<file path="src/rtl/alu64_pkg.sv">
// Opcode encoding shared by the ALU top level and its bench.
package alu64_pkg;

    typedef enum logic [1:0] {
        ADD = 2'b00,
        SUB = 2'b01,
        AND = 2'b10,
        XOR = 2'b11
    } opcode_e;

endpackage

</file>
<file path="src/rtl/alu64_addsub.sv">
// Combinational adder/subtractor: sub inverts b and injects a carry-in of 1.
module alu64_addsub #(
    parameter int WIDTH = 64
) (
    input  logic [WIDTH-1:0] a,
    input  logic [WIDTH-1:0] b,
    input  logic             sub,
    output logic [WIDTH-1:0] sum,
    output logic             carry,
    output logic             overflow
);

    logic [WIDTH-1:0] b_eff;
    logic [WIDTH:0]   full;

    assign b_eff = sub ? ~b : b;
    assign full  = {1'b0, a} + {1'b0, b_eff} + {{WIDTH{1'b0}}, sub};
    assign sum   = full[WIDTH-1:0];
    assign carry = full[WIDTH];

    // Same-signed effective operands producing a differently-signed sum.
    assign overflow = (a[WIDTH-1] == b_eff[WIDTH-1]) && (sum[WIDTH-1] != a[WIDTH-1]);

endmodule

</file>
<file path="src/rtl/alu64.sv">
// Registered two's-complement ALU (add, sub, and, xor) with overflow and zero flags.
// Defining ALU64_CARRY_EN adds a registered carry/borrow output.
module alu64
    import alu64_pkg::*;
#(
    parameter int WIDTH = 64
) (
    input  logic             clk,
    input  logic             rst_n,
    input  logic             in_valid,
    input  logic [1:0]       opcode,
    input  logic [WIDTH-1:0] a,
    input  logic [WIDTH-1:0] b,
    output logic [WIDTH-1:0] res,
`ifdef ALU64_CARRY_EN
    output logic             carry,
`endif
    output logic             overflow,
    output logic             zero,
    output logic             out_valid
);

    opcode_e          op;
    logic [WIDTH-1:0] as_sum;
    logic             as_carry;
    logic             as_overflow;

    logic [WIDTH-1:0] res_d, res_q;
    logic             overflow_d, overflow_q;
    logic             zero_d, zero_q;
    logic             out_valid_q;

    assign op = opcode_e'(opcode);

    alu64_addsub #(
        .WIDTH (WIDTH)
    ) u_addsub (
        .a        (a),
        .b        (b),
        .sub      (op == SUB),
        .sum      (as_sum),
        .carry    (as_carry),
        .overflow (as_overflow)
    );

    always_comb begin
        res_d      = '0;
        overflow_d = 1'b0;
        unique case (op)
            ADD, SUB: begin
                res_d      = as_sum;
                overflow_d = as_overflow;
            end
            AND:     res_d = a & b;
            XOR:     res_d = a ^ b;
            default: res_d = '0;
        endcase
        zero_d = (res_d == '0);
    end

    always_ff @(posedge clk) begin
        if (!rst_n) begin
            res_q       <= '0;
            overflow_q  <= 1'b0;
            zero_q      <= 1'b0;
            out_valid_q <= 1'b0;
        end else begin
            out_valid_q <= in_valid;
            if (in_valid) begin
                res_q      <= res_d;
                overflow_q <= overflow_d;
                zero_q     <= zero_d;
            end
        end
    end

`ifdef ALU64_CARRY_EN
    logic carry_d, carry_q;

    // The adder reports "no borrow" as carry-out 1 on subtraction.
    always_comb begin
        carry_d = 1'b0;
        if (op == ADD) carry_d = as_carry;
        else if (op == SUB) carry_d = ~as_carry;
    end

    always_ff @(posedge clk) begin
        if (!rst_n) begin
            carry_q <= 1'b0;
        end else if (in_valid) begin
            carry_q <= carry_d;
        end
    end

    assign carry = carry_q;
`else
    logic unused_carry;
    assign unused_carry = as_carry;
`endif

    assign res       = res_q;
    assign overflow  = overflow_q;
    assign zero      = zero_q;
    assign out_valid = out_valid_q;

endmodule

</file>
<file path="config.mk">
export PLATFORM = sky130hd
export DESIGN_NAME = alu64
export DESIGN_NICKNAME = d
export VERILOG_FILES = /design/src/rtl/alu64_pkg.sv /design/src/rtl/alu64_addsub.sv /design/src/rtl/alu64.sv
export SDC_FILE = /design/constraint.sdc
export NUM_CORES = 1
export LEC_CHECK = 0
export BUFFER_PORTS_ARGS = -buffer_cell sky130_fd_sc_hd__buf_2
export CAP_MARGIN = 20
export CELL_PAD_IN_SITES_DETAIL_PLACEMENT = 1
export CELL_PAD_IN_SITES_GLOBAL_PLACEMENT = 1
export CORE_MARGIN = 5
export CORE_UTILIZATION = 23
export DETAILED_ROUTE_END_ITERATION = 6
export HOLD_SLACK_MARGIN = 0.1
export PLACE_DENSITY_LB_ADDON = 0.1
export SETUP_SLACK_MARGIN = 0.1
export SLEW_MARGIN = 20
export SYNTH_ARGS = -nofsm -noshare
export SYNTH_HDL_FRONTEND = slang
export SYNTH_SLANG_ARGS = --single-unit
</file>
<file path="constraint.sdc">
create_clock -name clk -period 13.35 [get_ports clk]
set_input_delay 0.6675 -clock clk [delete_from_list [all_inputs] [get_ports clk]]
set_output_delay 0.6675 -clock clk [all_outputs]
set_load 0.02 [all_outputs]
</file>
# After elaboration in Yosys (flattened, before gate mapping)
# Cells that the tools add are included.
[word_totals] out_inout_bits=67 reg_bits=67
[classes] mux=3 bitwise_logic=3 eq_ne=5 reduce_logical=4 n_addsub=2
[ops] operator="64-bit one-hot mux with 3 select lines" n=1
[ops] operator="64-bit by 1-bit adder with 64-bit output" n=1
[ops] operator="64-bit adder" n=1
[ops] operator="64-bit bitwise AND" n=1
[ops] operator="64-bit zero test" n=1
[ops] operator="64-bit two-way mux" n=1
[ops] operator="64-bit inverter" n=1
[ops] operator="64-bit XOR" n=1
[ops] operator="2-bit equality test, second input constant" n=2
[ops] operator="2-bit by 1-bit equality test with 1-bit output, second input constant" n=1
[ops] operator="2-bit zero test" n=1
[ops] operator="2-bit OR reduction" n=1
[ops] operator="1-bit equality test" n=1
[ops] operator="1-bit logical AND" n=1
[ops] operator="1-bit two-way mux" n=1
[ops] operator="1-bit != test" n=1

# Longest topological paths before layout
[logic_depth] word_depth=7 mapped_depth=24 mapped_depth_nobuf=17

# By module
# A second synthesis with hierarchy kept.
[unflattened] hier_cells=1153 hier_area_um2=9220.1
[modules_own_cells] mod="alu64" instances=1 cells_each=521 area_per_inst_um2=4764.6
[modules_own_cells] mod="alu64_addsub" instances=1 cells_each=632 area_per_inst_um2=4455.5

# Worst setup path before layout
# No wires, ideal clock.
[synth_timing] kind="in2reg" from="input opcode[0]" to="register zero_q (netlist: zero)" slack_ps=7601 setup_time_ps=69 t_arrival_ps=5680 t_required_ps=13281 cell_stages=24 path_cell_list="buf_2 > buf_1 > clkbuf_1 > buf_2 > buf_2 > buf_2 > nand2_1 > buf_2 > xnor2_1 > ha_1 > buf_2 > nand4_1 > or4_4 > nor4_2 > a211oi_1 > and2_1 > buf_6 > o32a_1 > a21oi_1 > and4_1 > o2111ai_1 > nor4_1 > nand4_1 > o21ai_1"
[synth_between] elab_chain_len=6
[synth_lines] element="from (decl)" line_no="alu64.sv:11" rtl="input logic [1:0] opcode,"
[synth_lines] element="2-bit by 1-bit equality test with 1-bit output" line_no="alu64.sv:40, alu64.sv:49"
[synth_lines] element="64-bit two-way mux" line_no="alu64_addsub.sv:16" rtl="assign b_eff = sub ? ~b : b;"
[synth_lines] element="64-bit adder" line_no="alu64_addsub.sv:17" rtl="assign full = {1'b0, a} + {1'b0, b_eff} + {{WIDTH{1'b0}}, sub};"
[synth_lines] element="64-bit by 1-bit adder with 64-bit output" line_no="alu64_addsub.sv:17"
[synth_lines] element="64-bit one-hot mux with 3 select lines *" line_no="alu64.sv:49" rtl="unique case (op)"
[synth_lines] element="64-bit zero test *" line_no="alu64.sv:58" rtl="zero_d = (res_d == '0);"
[synth_lines] element="to (signal assigned)" line_no="alu64.sv:72" rtl="zero_q <= zero_d;"
[synth_lines] element="to (decl)" line_no="alu64.sv:30" rtl="logic zero_d, zero_q;"
# Mark *: on every way between the ends. The rest lies on a longest branch, timed or not.
# A chain may end at the register's enable or synchronous reset.

# Worst setup path in the final report
[layout_timing] from="input opcode[1]" to="register zero_q (netlist: zero)"
# Same word-level chain as after synthesis.

==> results by group <==
Hold path
  – Type of the most critical hold path: reg -> reg
  – Min-Delay Startpoint: res[42]

Critical path
  – Type of origin of the critical path: input port
  – Worst Setup SP: opcode[1]
  – Worst Setup End Kind: flop
  – Arrival @ worst endpoint: between 6 and 7 ns
  – CP required: between 10 and 15 ns
  – Worst r2r src: res[26]
  – Critical path class: in -> reg
  – Largest fanout on the critical path: 36

CTS
  – CTS tree: done
  – Htree depth: 3
  – Longest Clk Path Bufs: 2
  – Root Driver: clkbuf_16
  – Clock slew at reported path FFs: 0.06 ns
  – Clk sinks: 67
  – PostCTS Resize Cnt: 0
  – Worst skew pair latency: 0.38 ns
  – Inserted Clock Buffers: 9
  – Hold Buf Count CTS: 0
  – Post-CTS setup buffers: 0

Yosys
  – Synth Cell Area: approximately 9800 um^2
  – Post-synthesis cell count: 1326
  – Sequential fraction of the synthesis area: a little over an eighth
  – Syn Area/Cell: around 7.4 um^2
  – Synth Register Bits: 67
  – Post-synth ARST share: 0%
  – Synth Flop Type: dfxtp_1
  – Area share of the largest cell type after synthesis: 16.1%
  – Synth Warn #: 0
  – Unique masters post-synth: 86
  – Area contributors post-synth: ha_1, dfxtp_1, xnor2_1
  – Syn_nets: ~1600
  – Post-synth top area cell: ha_1
  – Number of synthesized flops with an enable pin: 0

Placed design
  – Placed cell count: 1994
  – Hpwl dp: 39000 um
  – PortBufs: 199
  – Gp weighted congestion: around 0.85

Routing
  – # DRC: 0
  – WL/cell: approximately 24 um
  – DRT iter0 DRCs: 475
  – Vias: 10633
  – DRT Wirelength: 47200 um
  – Via-to-Cell Ratio: between 5 and 6
  – 1st-pass router iterations: 5
  – DRT antenna net count: 0

STA
  – RSZ-0062 raised after global routing: no
  – Worst clock skew: 0 ns
  – Tmin final: 5.79 ns
  – Setup TNS: 0 ns
  – Max Slew Vio Count: 0
  – Max-slew headroom: 29.5%
  – Final Hold Viols: 0
  – Final setup viols: 0
  – Least-Margin Pin Slew: 1.04 ns
  – Fin crit share: 43.3%
  – Hold Slack: 0.477 ns
  – Fmax: 173 MHz

Floorplanning
  – I/O pin cnt: 200
  – Initial Util: 23.4%
  – Rows: 75
  – DIE WIDTH: 217 um
  – Die footprint: 47000 um^2
  – Core area: approximately 42000 um^2
  – Die Height: 217 um

Power
  – Pwr Density: 95.5 nW/um^2
  – Switch share: around half
  – VDD IR max: 0.0000529 V
  – Clock share of power: 22.4%
  – P_int: 561 uW
  – Sw Pwr: 541 uW
  – Lkg Pwr: 4.92 nW
  – Tot Pwr: 1.10 mW
  – Logic pwr share: between 50% and 60%
  – Reg power frac: 21.1%

Cells and area
  – Diode count: 0
  – Layout cells sized above 1: 18.6%
  – Final std cells w/o fill: ~2000
  – Final nets: 1727
  – Area grow syn2layout: 17.3%

Global routing
  – Initial antenna violation count: 1
  – Final global-route overflow total: 0
  – Largest net degree at the start of global routing: 70
  – First-pass GRT wire length: a little over 70000 um
  – Total track usage: 19.5%
  – Vias in the first global route: 10822

Outcome
  – Status: completed

Job
  – Max cap viols: 0
stage by stage:
stage / area (um^2) / worst slack [ns] / util [%]
6_report: 11500 / 7.56 / 27.4
5_1_grt: 11500 / 7.29 / 27.4
4_1_cts: 11500 / 7.60 / 27.4
3_5_place_dp: 11300 / 7.23 / 26.7
3_3_place_gp: 11300 / 7.00 / 26.7
2_1_floorplan: 9850 / 7.60 / -
cell type report:
| class | instances | area (um^2) |
|---|---|---|
| clock buffers | 10 | 229 |
| clock inverters | 6 | 41.3 |
| fillers | 5156 | 30600 |
| inverters | 21 | 78.8 |
| multi-input cells | 1158 | 8100 |
| flip-flops and latches | 67 | 1340 |
| well taps | 539 | 674 |
| repair buffers | 209 | 1080 |
layout by cell type, fill, tap and decap left out, types with 10 or more instances in the layout:
master    netlist  layout
xnor2_1        78      78
mux2i_1        51      51
mux2_2         22      22
a21o_1         21      21
a21oi_1       120     120
or3_1          15      15
a211oi_1       53      53
o21ai_0        95      95
nand4_1        32      32
nand3_1        19      19
o211a_1        10      10
buf_4           0      13
nor2b_1        17      17
o211ai_1       19      19
xor2_1         15      15
inv_1          19      19
a31oi_1        13      13
nor3_1         29      29
buf_2          23     196
dfxtp_1        67      67
o21a_1         10      10
nor2_1        149     149
nand2_1       117     116
ha_1          127     127
final timing paths:
check / endpoint / slack, ns / cells after the start
worst max register to register: res[26] / 12.54 / 2
worst max-delay path: zero / 7.56 / 18
worst min-delay path: res[42] / 0.48 / 1
worst min register to register: res[42] / 0.48 / 1
Yosys cell counts, drive strengths merged (13+ instances only):
library cell / instances
nand4: 32
nor3: 29
mux2i: 51
a211oi: 55
mux2: 22
inv: 20
a31oi: 13
nor2b: 17
nand3: 20
ha: 127
xor2: 15
a21oi: 122
nor2: 149
or3: 15
xnor2: 78
nand2: 117
a21o: 21
o211ai: 20
buf: 33
o21ai: 100
clkbuf: 47
dfxtp: 67
critical path: stages:
cell       delay [ns]
buf_4            0.10
clkinv_1         0.10
nand2_4          0.52
buf_4            0.53
xnor2_1          0.12
ha_1             0.42
nand2_1          0.21
nor3_1           0.71
nand2_1          0.21
nor3_1           0.43
a2111oi_2        0.23
or3_1            0.41
nand3_1          0.15
a21boi_0         0.31
o2111ai_1        0.24
nor4_2           0.38
nand4_1          0.12
o21ai_1          0.09
flip-flops by register name (all words and copies together) (netlist names):
name / cells
overflow: 1
out_valid: 1
res: 64
zero: 1
power by group through the flow:
stage | logic (mW) | registers [mW] | clock network (mW)
2_1_floorplan | 0.383 | 0.256 | 0
3_3_place_gp | 0.621 | 0.237 | 0
3_5_place_dp | 0.623 | 0.238 | 0
4_1_cts | 0.626 | 0.233 | 0.254
5_1_grt | 0.685 | 0.235 | 0.258
6_report | 0.623 | 0.233 | 0.247
kinds of logic (layout without fill, tap and decap cells):
family / after synthesis / after routing / share of synthesized area, %
AO/OA/AOI/OAI: 433 / 433 / 29.1
AND/OR/NAND/NOR: 431 / 431 / 20.7
adder cells (fa/ha/maj): 128 / 128 / 16.3
buffers and inverters: 101 / 246 / 4.23
XOR/XNOR: 93 / 93 / 8.27
multiplexers: 73 / 73 / 7.70
flip-flops: 67 / 67 / 13.6
metal layers:
metal | vias up | share of wire, % | track usage (%)
li1 | 5251 | - | -
met1 | 5176 | 50 | 27.8
met2 | 182 | 46 | 31.9
met3 | 24 | 3.4 | 2.54
met4 | 0 | 1.1 | 3.58
met5 | - | 0 | 0
Note: power is estimated with default switching activity, not from simulation.
